==> config.mk <==
export PLATFORM = sky130hd
export DESIGN_NAME = npu_out_writer
export DESIGN_NICKNAME = d
export VERILOG_FILES = /design/src/rtl/npu_out_writer_pkg.sv /design/src/rtl/npu_pack_reg.sv /design/src/rtl/npu_out_writer.sv
export SDC_FILE = /design/constraint.sdc
export NUM_CORES = 1
export LEC_CHECK = 0
export CAP_MARGIN = 5
export CORE_ASPECT_RATIO = 0.75
export CORE_MARGIN = 2
export CORE_UTILIZATION = 43
export CTS_BUF_LIST = sky130_fd_sc_hd__clkbuf_8
export DETAILED_ROUTE_END_ITERATION = 12
export PLACE_DENSITY = 0.66
export SYNTH_ARGS = -nofsm -noshare
export SYNTH_HDL_FRONTEND = slang
export SYNTH_HIERARCHICAL = 1
export SYNTH_SLANG_ARGS = --single-unit
export TNS_END_PERCENT = 20
==> constraint.sdc <==
create_clock -name clk -period 2.75 [get_ports clk]
set_clock_uncertainty 0.05 [all_clocks]
set_input_delay 0.825 -clock clk [delete_from_list [all_inputs] [get_ports clk]]
set_output_delay 0.825 -clock clk [all_outputs]
set_load 0.005 [all_outputs]
==> src/rtl/npu_out_writer_pkg.sv <==
`default_nettype none
// ============================================================================
// Module      : npu_out_writer_pkg
// Description : Shared NPU write-back definitions: state encoding constants
//               for the output writer FSM and the lane-index width helper.
// Ports       : none (package)
// Revision    : 1.0 - initial release
// ============================================================================
package npu_out_writer_pkg;

    // State encoding for the output writer FSM.
    localparam int c_state_w = 2;
    localparam logic [c_state_w-1:0] c_st_idle    = 2'd0;
    localparam logic [c_state_w-1:0] c_st_collect = 2'd1;
    localparam logic [c_state_w-1:0] c_st_done    = 2'd2;

    // Lane index width for the default pack factor of 4 words per memory word.
    localparam int NPU_PACK_DEFAULT = 4;
    localparam int LANE_W           = $clog2(NPU_PACK_DEFAULT);

    // Lane index width for an arbitrary power-of-two pack factor (>= 2).
    function automatic int npu_lane_w(input int pack);
        return $clog2(pack);
    endfunction

endpackage : npu_out_writer_pkg
`default_nettype wire

==> src/rtl/npu_pack_reg.sv <==
`default_nettype none
// ============================================================================
// Module      : npu_pack_reg
// Description : Lane buffer that packs PACK serial words into one wide word.
//               Lane 0 holds the earliest word. The buffer is zeroed whenever
//               it is flushed or cleared, so a partially filled pack always
//               carries zeros in its unused upper lanes.
// Ports       : clk, reset     - clock, synchronous active-high reset
//               i_capture      - store i_data into lane o_idx, advance index
//               i_flush        - pack has been emitted; zero lanes, index 0
//               i_clear        - layer start; zero lanes, index 0
//               i_data         - incoming result word
//               o_idx          - lane the next capture will write
//               o_pack_next    - buffer contents including this cycle's capture
// Revision    : 1.0 - initial release
// ============================================================================
module npu_pack_reg
    import npu_out_writer_pkg::*;
#(
    parameter int DATA_W = 8,
    parameter int PACK   = 4,
    localparam int c_lane_w = npu_lane_w(PACK)
) (
    input  logic                   clk,
    input  logic                   reset,
    input  logic                   i_capture,
    input  logic                   i_flush,
    input  logic                   i_clear,
    input  logic [DATA_W-1:0]      i_data,
    output logic [c_lane_w-1:0]    o_idx,
    output logic [PACK*DATA_W-1:0] o_pack_next
);

    logic [PACK-1:0][DATA_W-1:0] r_lanes;
    logic [c_lane_w-1:0]         r_idx;
    logic [PACK-1:0][DATA_W-1:0] w_pack;

    // Merge the word being captured this cycle so the writer can emit a pack
    // on the same edge that completes it.
    always_comb begin
        w_pack = r_lanes;
        if (i_capture) begin
            w_pack[r_idx] = i_data;
        end
    end

    always_ff @(posedge clk) begin
        if (reset || i_clear || i_flush) begin
            r_lanes <= '0;
            r_idx   <= '0;
        end else if (i_capture) begin
            r_lanes[r_idx] <= i_data;
            r_idx          <= r_idx + c_lane_w'(1);
        end
    end

    assign o_idx       = r_idx;
    assign o_pack_next = w_pack;

endmodule : npu_pack_reg
`default_nettype wire

==> src/rtl/npu_out_writer.sv <==
`default_nettype none
// ============================================================================
// Module      : npu_out_writer
// Description : NPU write-back stage. Packs PACK serial result words into one
//               SRAM word, writes it at an auto-incrementing address, flushes
//               partial packs at each burst end and pulses layer_done once the
//               programmed number of bursts has been written.
// Ports       : clk, reset        - clock, synchronous active-high reset
//               enable            - global step enable; low freezes all state
//               start             - layer start (honoured in IDLE only)
//               base_addr         - first write address, latched on start
//               num_bursts        - bursts in the layer, latched on start
//               wr_en, data_in    - serial result word strobe and data
//               out_done          - last cycle of a sequencer burst
//               mem_we            - SRAM write strobe (one cycle per write)
//               mem_addr          - SRAM write address
//               mem_wdata         - packed data, lane 0 in the low bits
//               busy              - high in COLLECT and DONE
//               layer_done        - one-cycle pulse at layer completion
//               err               - sticky error (wrap, stray strobes in IDLE)
// Revision    : 1.0 - initial release
// ============================================================================
module npu_out_writer
    import npu_out_writer_pkg::*;
#(
    parameter int DATA_W = 8,
    parameter int PACK   = 4,
    parameter int ADDR_W = 10,
    parameter int CNT_W  = 12
) (
    input  logic                   clk,
    input  logic                   reset,
    input  logic                   enable,
    input  logic                   start,
    input  logic [ADDR_W-1:0]      base_addr,
    input  logic [CNT_W-1:0]       num_bursts,
    input  logic                   wr_en,
    input  logic [DATA_W-1:0]      data_in,
    input  logic                   out_done,
    output logic                   mem_we,
    output logic [ADDR_W-1:0]      mem_addr,
    output logic [PACK*DATA_W-1:0] mem_wdata,
    output logic                   busy,
    output logic                   layer_done,
    output logic                   err
);

    localparam int c_lane_w = npu_lane_w(PACK);

    logic [c_state_w-1:0]   r_state;
    logic [c_state_w-1:0]   w_state_next;
    logic [ADDR_W-1:0]      r_addr;
    logic [CNT_W-1:0]       r_limit;
    logic [CNT_W-1:0]       r_count;
    logic                   r_mem_we;
    logic [ADDR_W-1:0]      r_mem_addr;
    logic [PACK*DATA_W-1:0] r_mem_wdata;
    logic                   r_err;

    logic                   w_in_idle;
    logic                   w_in_collect;
    logic                   w_start;
    logic                   w_capture;
    logic                   w_full;
    logic                   w_burst_end;
    logic                   w_flush;
    logic                   w_write;
    logic                   w_last_burst;
    logic [c_lane_w-1:0]    w_idx;
    logic [PACK*DATA_W-1:0] w_pack;

    assign w_in_idle    = (r_state == c_st_idle);
    assign w_in_collect = (r_state == c_st_collect);
    assign w_start      = w_in_idle && enable && start;
    assign w_capture    = w_in_collect && enable && wr_en;
    assign w_burst_end  = w_in_collect && enable && out_done;

    // A capture into the top lane always completes a pack. On a burst-end
    // cycle that same write doubles as the flush, so the flush is only
    // raised when leftover lanes remain and no full write is already going.
    assign w_full       = w_capture && (w_idx == c_lane_w'(PACK - 1));
    assign w_flush      = w_burst_end && !w_full && (w_capture || (w_idx != '0));
    assign w_write      = w_full || w_flush;
    assign w_last_burst = w_burst_end && ((r_count + CNT_W'(1)) == r_limit);

    npu_pack_reg #(
        .DATA_W (DATA_W),
        .PACK   (PACK)
    ) u_pack (
        .clk         (clk),
        .reset       (reset),
        .i_capture   (w_capture),
        .i_flush     (w_write),
        .i_clear     (w_start),
        .i_data      (data_in),
        .o_idx       (w_idx),
        .o_pack_next (w_pack)
    );

    // ------------------------------------------------------------------
    // FSM
    // ------------------------------------------------------------------
    always_ff @(posedge clk) begin
        if (reset) begin
            r_state <= c_st_idle;
        end else begin
            r_state <= w_state_next;
        end
    end

    always_comb begin
        w_state_next = r_state;
        case (r_state)
            c_st_idle: begin
                if (enable && start) begin
                    w_state_next = (num_bursts == '0) ? c_st_done : c_st_collect;
                end
            end
            c_st_collect: begin
                if (w_last_burst) begin
                    w_state_next = c_st_done;
                end
            end
            // DONE lasts exactly one cycle whatever enable does.
            c_st_done: w_state_next = c_st_idle;
            default:   w_state_next = c_st_idle;
        endcase
    end

    // ------------------------------------------------------------------
    // Address / burst counters and registered write port
    // ------------------------------------------------------------------
    always_ff @(posedge clk) begin
        if (reset) begin
            r_addr      <= '0;
            r_limit     <= '0;
            r_count     <= '0;
            r_mem_we    <= 1'b0;
            r_mem_addr  <= '0;
            r_mem_wdata <= '0;
            r_err       <= 1'b0;
        end else begin
            // The strobe is a single-cycle pulse; it falls whenever no new
            // write is issued, including every cycle with enable low.
            r_mem_we <= 1'b0;

            if (w_start) begin
                r_addr  <= base_addr;
                r_limit <= num_bursts;
                r_count <= '0;
                r_err   <= 1'b0;
            end else if (w_in_idle && enable && (wr_en || out_done)) begin
                r_err <= 1'b1;
            end

            if (w_write) begin
                r_mem_we    <= 1'b1;
                r_mem_addr  <= r_addr;
                r_mem_wdata <= w_pack;
                r_addr      <= r_addr + ADDR_W'(1);
                if (&r_addr) begin
                    r_err <= 1'b1;
                end
            end

            if (w_burst_end) begin
                r_count <= r_count + CNT_W'(1);
            end
        end
    end

    assign mem_we     = r_mem_we;
    assign mem_addr   = r_mem_addr;
    assign mem_wdata  = r_mem_wdata;
    assign err        = r_err;
    assign busy       = (r_state != c_st_idle);
    assign layer_done = (r_state == c_st_done);

endmodule : npu_out_writer
`default_nettype wire
* Yosys cells after proc, flatten, opt, wreduce, memory -nomap -nowiden *
Cells that the tools add are included.

storage, ports and cells
  register bits = 114
  input port bits = 36
  output and inout bits = 46

operators by class
  $add $sub $neg = 3
  reduce and logical (&&, ||, !) cells = 26
  equality and inequality tests = 6
  mux-type cells = 17
  magnitude comparators = 2

operators by type and width
  cell                   count
  $bwmux 32              1
  $mux 32                1
  $mux 12                2
  $mux 10                2
  $demux 8 s2            1
  $add 12x1->12 const B  1
  $eq 12x12->1           1
  $logic_and 1x1->1      12
  $logic_not 12->1       1
  $add 10x1->10 const B  1
  $reduce_and 10->1      1
  $mux 8                 1
  $reduce_bool 2->1      4
  $mux 2                 3
  $logic_or 1x1->1       5
  $mux 1                 5
  $eq 2x2->1 const B     2
  $ne 2x1->1 const B     2
  $pmux 2 s2             1
  $lt 2x3->1 const B     1
  $add 2x1->2 const B    1
  $eq 2x1->1 const B     1
  $ge 2x1->1 const B     1
  $logic_not 2->1        1
  2 further kinds        2

* Depth between registers and ports, before layout *
  depth after elaboration = 9
  gate-level depth with buffers = 9
  depth with buffers taken out = 7

* Hierarchy *
Netlist, hierarchy kept.

modules (own cells, without submodules)
  module          cells an instance  area each (µm²)  times used
  npu_out_writer  458                3578.4           1
  npu_pack_reg    192                1752.9           1

* Worst setup path before layout *
No wires, ideal clock.

  path kind = input -> register
  from = in out_done
  to = reg u_pack/r_lanes[0] (netlist name)
  arrival = 2.369 ns
  data required time = 2.634 ns
  setup time = 0.066 ns
  path slack = 0.265 ns
  stages = 9
  cell sequence = o21a_1 o221ai_1 inv_1 clkbuf_1 clkbuf_1 or3_1 buf_6 buf_6 a21oi_2

between the ends
  cells in the longest elaborated chain, start to end = 5

ends and longest elaborated chain
  what                             RTL line              RTL
  from (decl)                      npu_out_writer.sv:39  input logic out_done,
  $logic_and 1x1->1                npu_out_writer.sv:76  assign w_burst_end = w_in_collect && enable && out_done;
  $logic_and 1x1->1 (2 in series)  npu_out_writer.sv:82  assign w_flush = w_burst_end && !w_full && (w_capture || (w_idx != '0));
  $logic_or 1x1->1                 npu_out_writer.sv:83  assign w_write = w_full || w_flush;
  via w_write                      npu_out_writer.sv:67  logic w_write;
  $logic_or 1x1->1                 npu_pack_reg.sv:48    if (reset || i_clear || i_flush) begin
  to (signal, indexed assignment)  npu_pack_reg.sv:52    r_lanes[r_idx] <= i_data;
  to (decl)                        npu_pack_reg.sv:34    logic [PACK-1:0][DATA_W-1:0] r_lanes;

The timed path passes the listed nets, and every way through them passes these cells.
A chain may end at the register's enable or synchronous reset.

* Worst setup path after layout *
  from = in out_done
  to = reg r_state[0]

between the ends
  cells in the longest elaborated chain, start to end = 4

ends and longest elaborated chain
  what                        RTL line               RTL
  $logic_and 1x1->1           npu_out_writer.sv:76
  $logic_and 1x1->1           npu_out_writer.sv:84   assign w_last_burst = w_burst_end && ((r_count + CNT_W'(1)) == r_limit);
  $ne 2x1->1 (no line)        -
  $reduce_and 2->1 (no line)  -
  to (signal assigned)        npu_out_writer.sv:105  r_state <= c_st_idle;
  to (signal assigned)        npu_out_writer.sv:107  r_state <= w_state_next;
  to (decl)                   npu_out_writer.sv:50   logic [c_state_w-1:0] r_state;

Every way passes these cells.

==> qor.yml <==
run_status: "complete, no violations"
ys_ff_latch: 114
yosys.cell_types.count: 55
layout_commonest_cell: "nand2_1"
synth_sequential_area_ratio_pct: 42.8
crit_type: "in -> reg"
setup.worst_path.end_class: "flop"
syn2layout_area_growth_pct: 26.3
clock_sinks: 114
async_flop_share_pct: 0
synth-main-ff-cell: "dfxtp_1"
clk_pin_slew_worst_paths_ns: 0.07
die_h_um: 100
drt_iter0_drc: 327
firstDrtPassIters: 5
insertion_delay_ns: 0.43
final_layout_size_suffix_gt1_share_pct: 16.5
grt_pass1_wl_um: 22300
slowest_stage: "clkdlybuf4s50_1"
register_area_sq_um: 2280
setup_ws_ns: 0.342
avgViaCountPerCell: 5.30
hold_ws_ns: 0.403
cts_hold_buf: 0
start_kind: "primary input"
worst_pin_slew_ns: 0.673
portBuffers: 81
die_width_um: 133
slew_violations: 0
multi_input_area_sq_um: 2770
setup_violations: 0
post-route-period-util_pct: 87.5
dieArea_sq_um: 13300
initial_core_util_pct: 43.8
fp-row-count: 35
numCtsBuffers: 17
fillerInstances: 1130
synthCells: 650
synth_edf_count: 0
grt_antenna_before_repair: 0
crit_arrival_ns: 2.68
mappedNetlistArea_sq_um: 5330
cts_tree: "built"
nets: 764
dp_hpwl_um: 9140
antenna_cells: 0
rsz0062_at_grt: "no"
whs_path_depth: 2
fmax_ghz: 0.415
grt_use_total_pct: 21.0
crit_fanout: 5
wire_per_inst_um: 15.0
drt_wl_total_um: 13500
cts_setup_buffers: 0
max_slew_margin_pct: 55.2
synth.net_count: 693
p_per_area_nw_per_um2: 532
worstPathCellList: "clkdlybuf4s50_1 -> and4b_1 -> nand3_1 -> nor4_1 -> nand4b_1 -> or3_4 -> a21o_1"
cts_buffer_depth: 2
synth_area_per_cell_sq_um: 8.20
post-route-min-period_ns: 2.41
htree_num_levels: 4
yosys_warnings: 6
dp_slack_ns: -0.0930
p_leak_nw: 2.55
slowest_delay_ns: 0.59
core_area_sq_um: 12200
cts-resized-gates: 0
dp.cells: 868
postRouteAntennaNets: 0
top_level_ports: 82
layoutNonFillerInstCount: 899
root_buffer: "clkbuf_8"
final_cell_mix: "nand2_1, dfxtp_1, clkdlybuf4s50_1, a21oi_1, nand3_1"
hold_class: "reg -> reg"
finalHoldViolCount: 0
required_ns: 3.02
grt_pass1_vias: 4524
grt_max_degree: 82
overflow: 0
gp_congestion: 0.855
drc: 0
ir_worst_vdd_v: 0.000341
cap_violations: 0
reg2regPathDepth: 6
vias: 4765
-- stage by stage --
step	setup TNS (ns)	utilization, %	power [W]	instance area [sq um]
3_5_place_dp	-0.430	51.9	0.00200	6320
6_report	0	55.3	0.00358	6730
3_3_place_gp	-0.0160	51.9	0.00199	6320
2_1_floorplan	0	-	0.00187	5330
5_1_grt	0	55.3	0.00371	6730
4_1_cts	0	55.3	0.00362	6730
-- layout make-up --
type	instances	area share, %
tap	166	3.08
inverter	6	0.334
clock inverter	8	1.49
clock buffer	23	4.70
timing repair buffer	101	15.3
sequential	114	33.9
multi-input combinational	481	41.2
-- power by group --
part | internal (W) | switching [W]
registers | 0.00167 | 0.0000223
logic | 0.000119 | 0.000147
clock network | 0.000942 | 0.000681
-- registers in the layout (all words and copies together), names as in the netlist --
register	flops
err	1
mem_addr	10
mem_wdata	32
mem_we	1
r_addr	10
r_count	12
r_limit	12
r_state	2
u_pack/o_idx	2
u_pack/r_lanes	32
-- synth_stat cells (all sizes together) (2+ instances only) --
library cell	n	area, sq um
xor2	9	78.8
and4	3	26.3
clkbuf	25	93.8
inv	6	22.5
or3	3	23.8
a21oi	105	631
a21bo	32	320
nor2	29	109
or4	2	16.3
o211ai	3	22.5
dfxtp	114	2280
a221oi	5	43.8
or2b	2	16.3
ha	7	87.6
nor3	7	35.0
buf	24	178
a22oi	4	30.0
and3	6	38.8
nor4	5	31.3
nand4	3	18.8
nand4b	2	17.5
o21a	2	15.0
o21ai	15	75.1
nand2	157	589
nand3	43	228
nor3b	6	45.0
xnor2	8	70.1
a211oi	3	22.5
and2	5	33.8
-- cells by family (layout without fill, tap and decap cells) --
kind of cell / after synthesis / in the layout / share of synthesized area, %
mux: 1 / 1 / 0.188
compound gates: 179 / 179 / 23.4
simple gates: 277 / 277 / 23.6
fa+ha+maj: 7 / 7 / 1.64
buf+inv: 55 / 138 / 5.52
flops: 114 / 114 / 42.8
xor+xnor: 17 / 17 / 2.79
-- routing by layer --
layer	track usage [%]	share of wire (%)	wire length (um)
met4	6.45	0.65	88
met5	0	0	0
met1	29.0	49	6650
met3	5.71	5.5	745
met2	32.2	44	5970
-- final timing paths --
path / start / endpoint / slack, ns
max: out_done / r_state[0]$_SDFFE_PP0P_ / 0.34
min: mem_wdata[13]$_SDFFE_PP0N_ / mem_wdata[13]$_SDFFE_PP0N_ / 0.40
max reg2reg: r_count[2]$_SDFFE_PP0P_ / r_state[0]$_SDFFE_PP0P_ / 0.48
min reg2reg: mem_wdata[13]$_SDFFE_PP0N_ / mem_wdata[13]$_SDFFE_PP0N_ / 0.40
-- worst max-delay path: cells and delay by family --
kind,cells,cell delay (ns)
buffers and inverters,1,0.59
and+or+nand+nor,5,1.08
AOI/OAI and AO/OA,1,0.18
No activity file was read; power rests on OpenSTA's default activity.
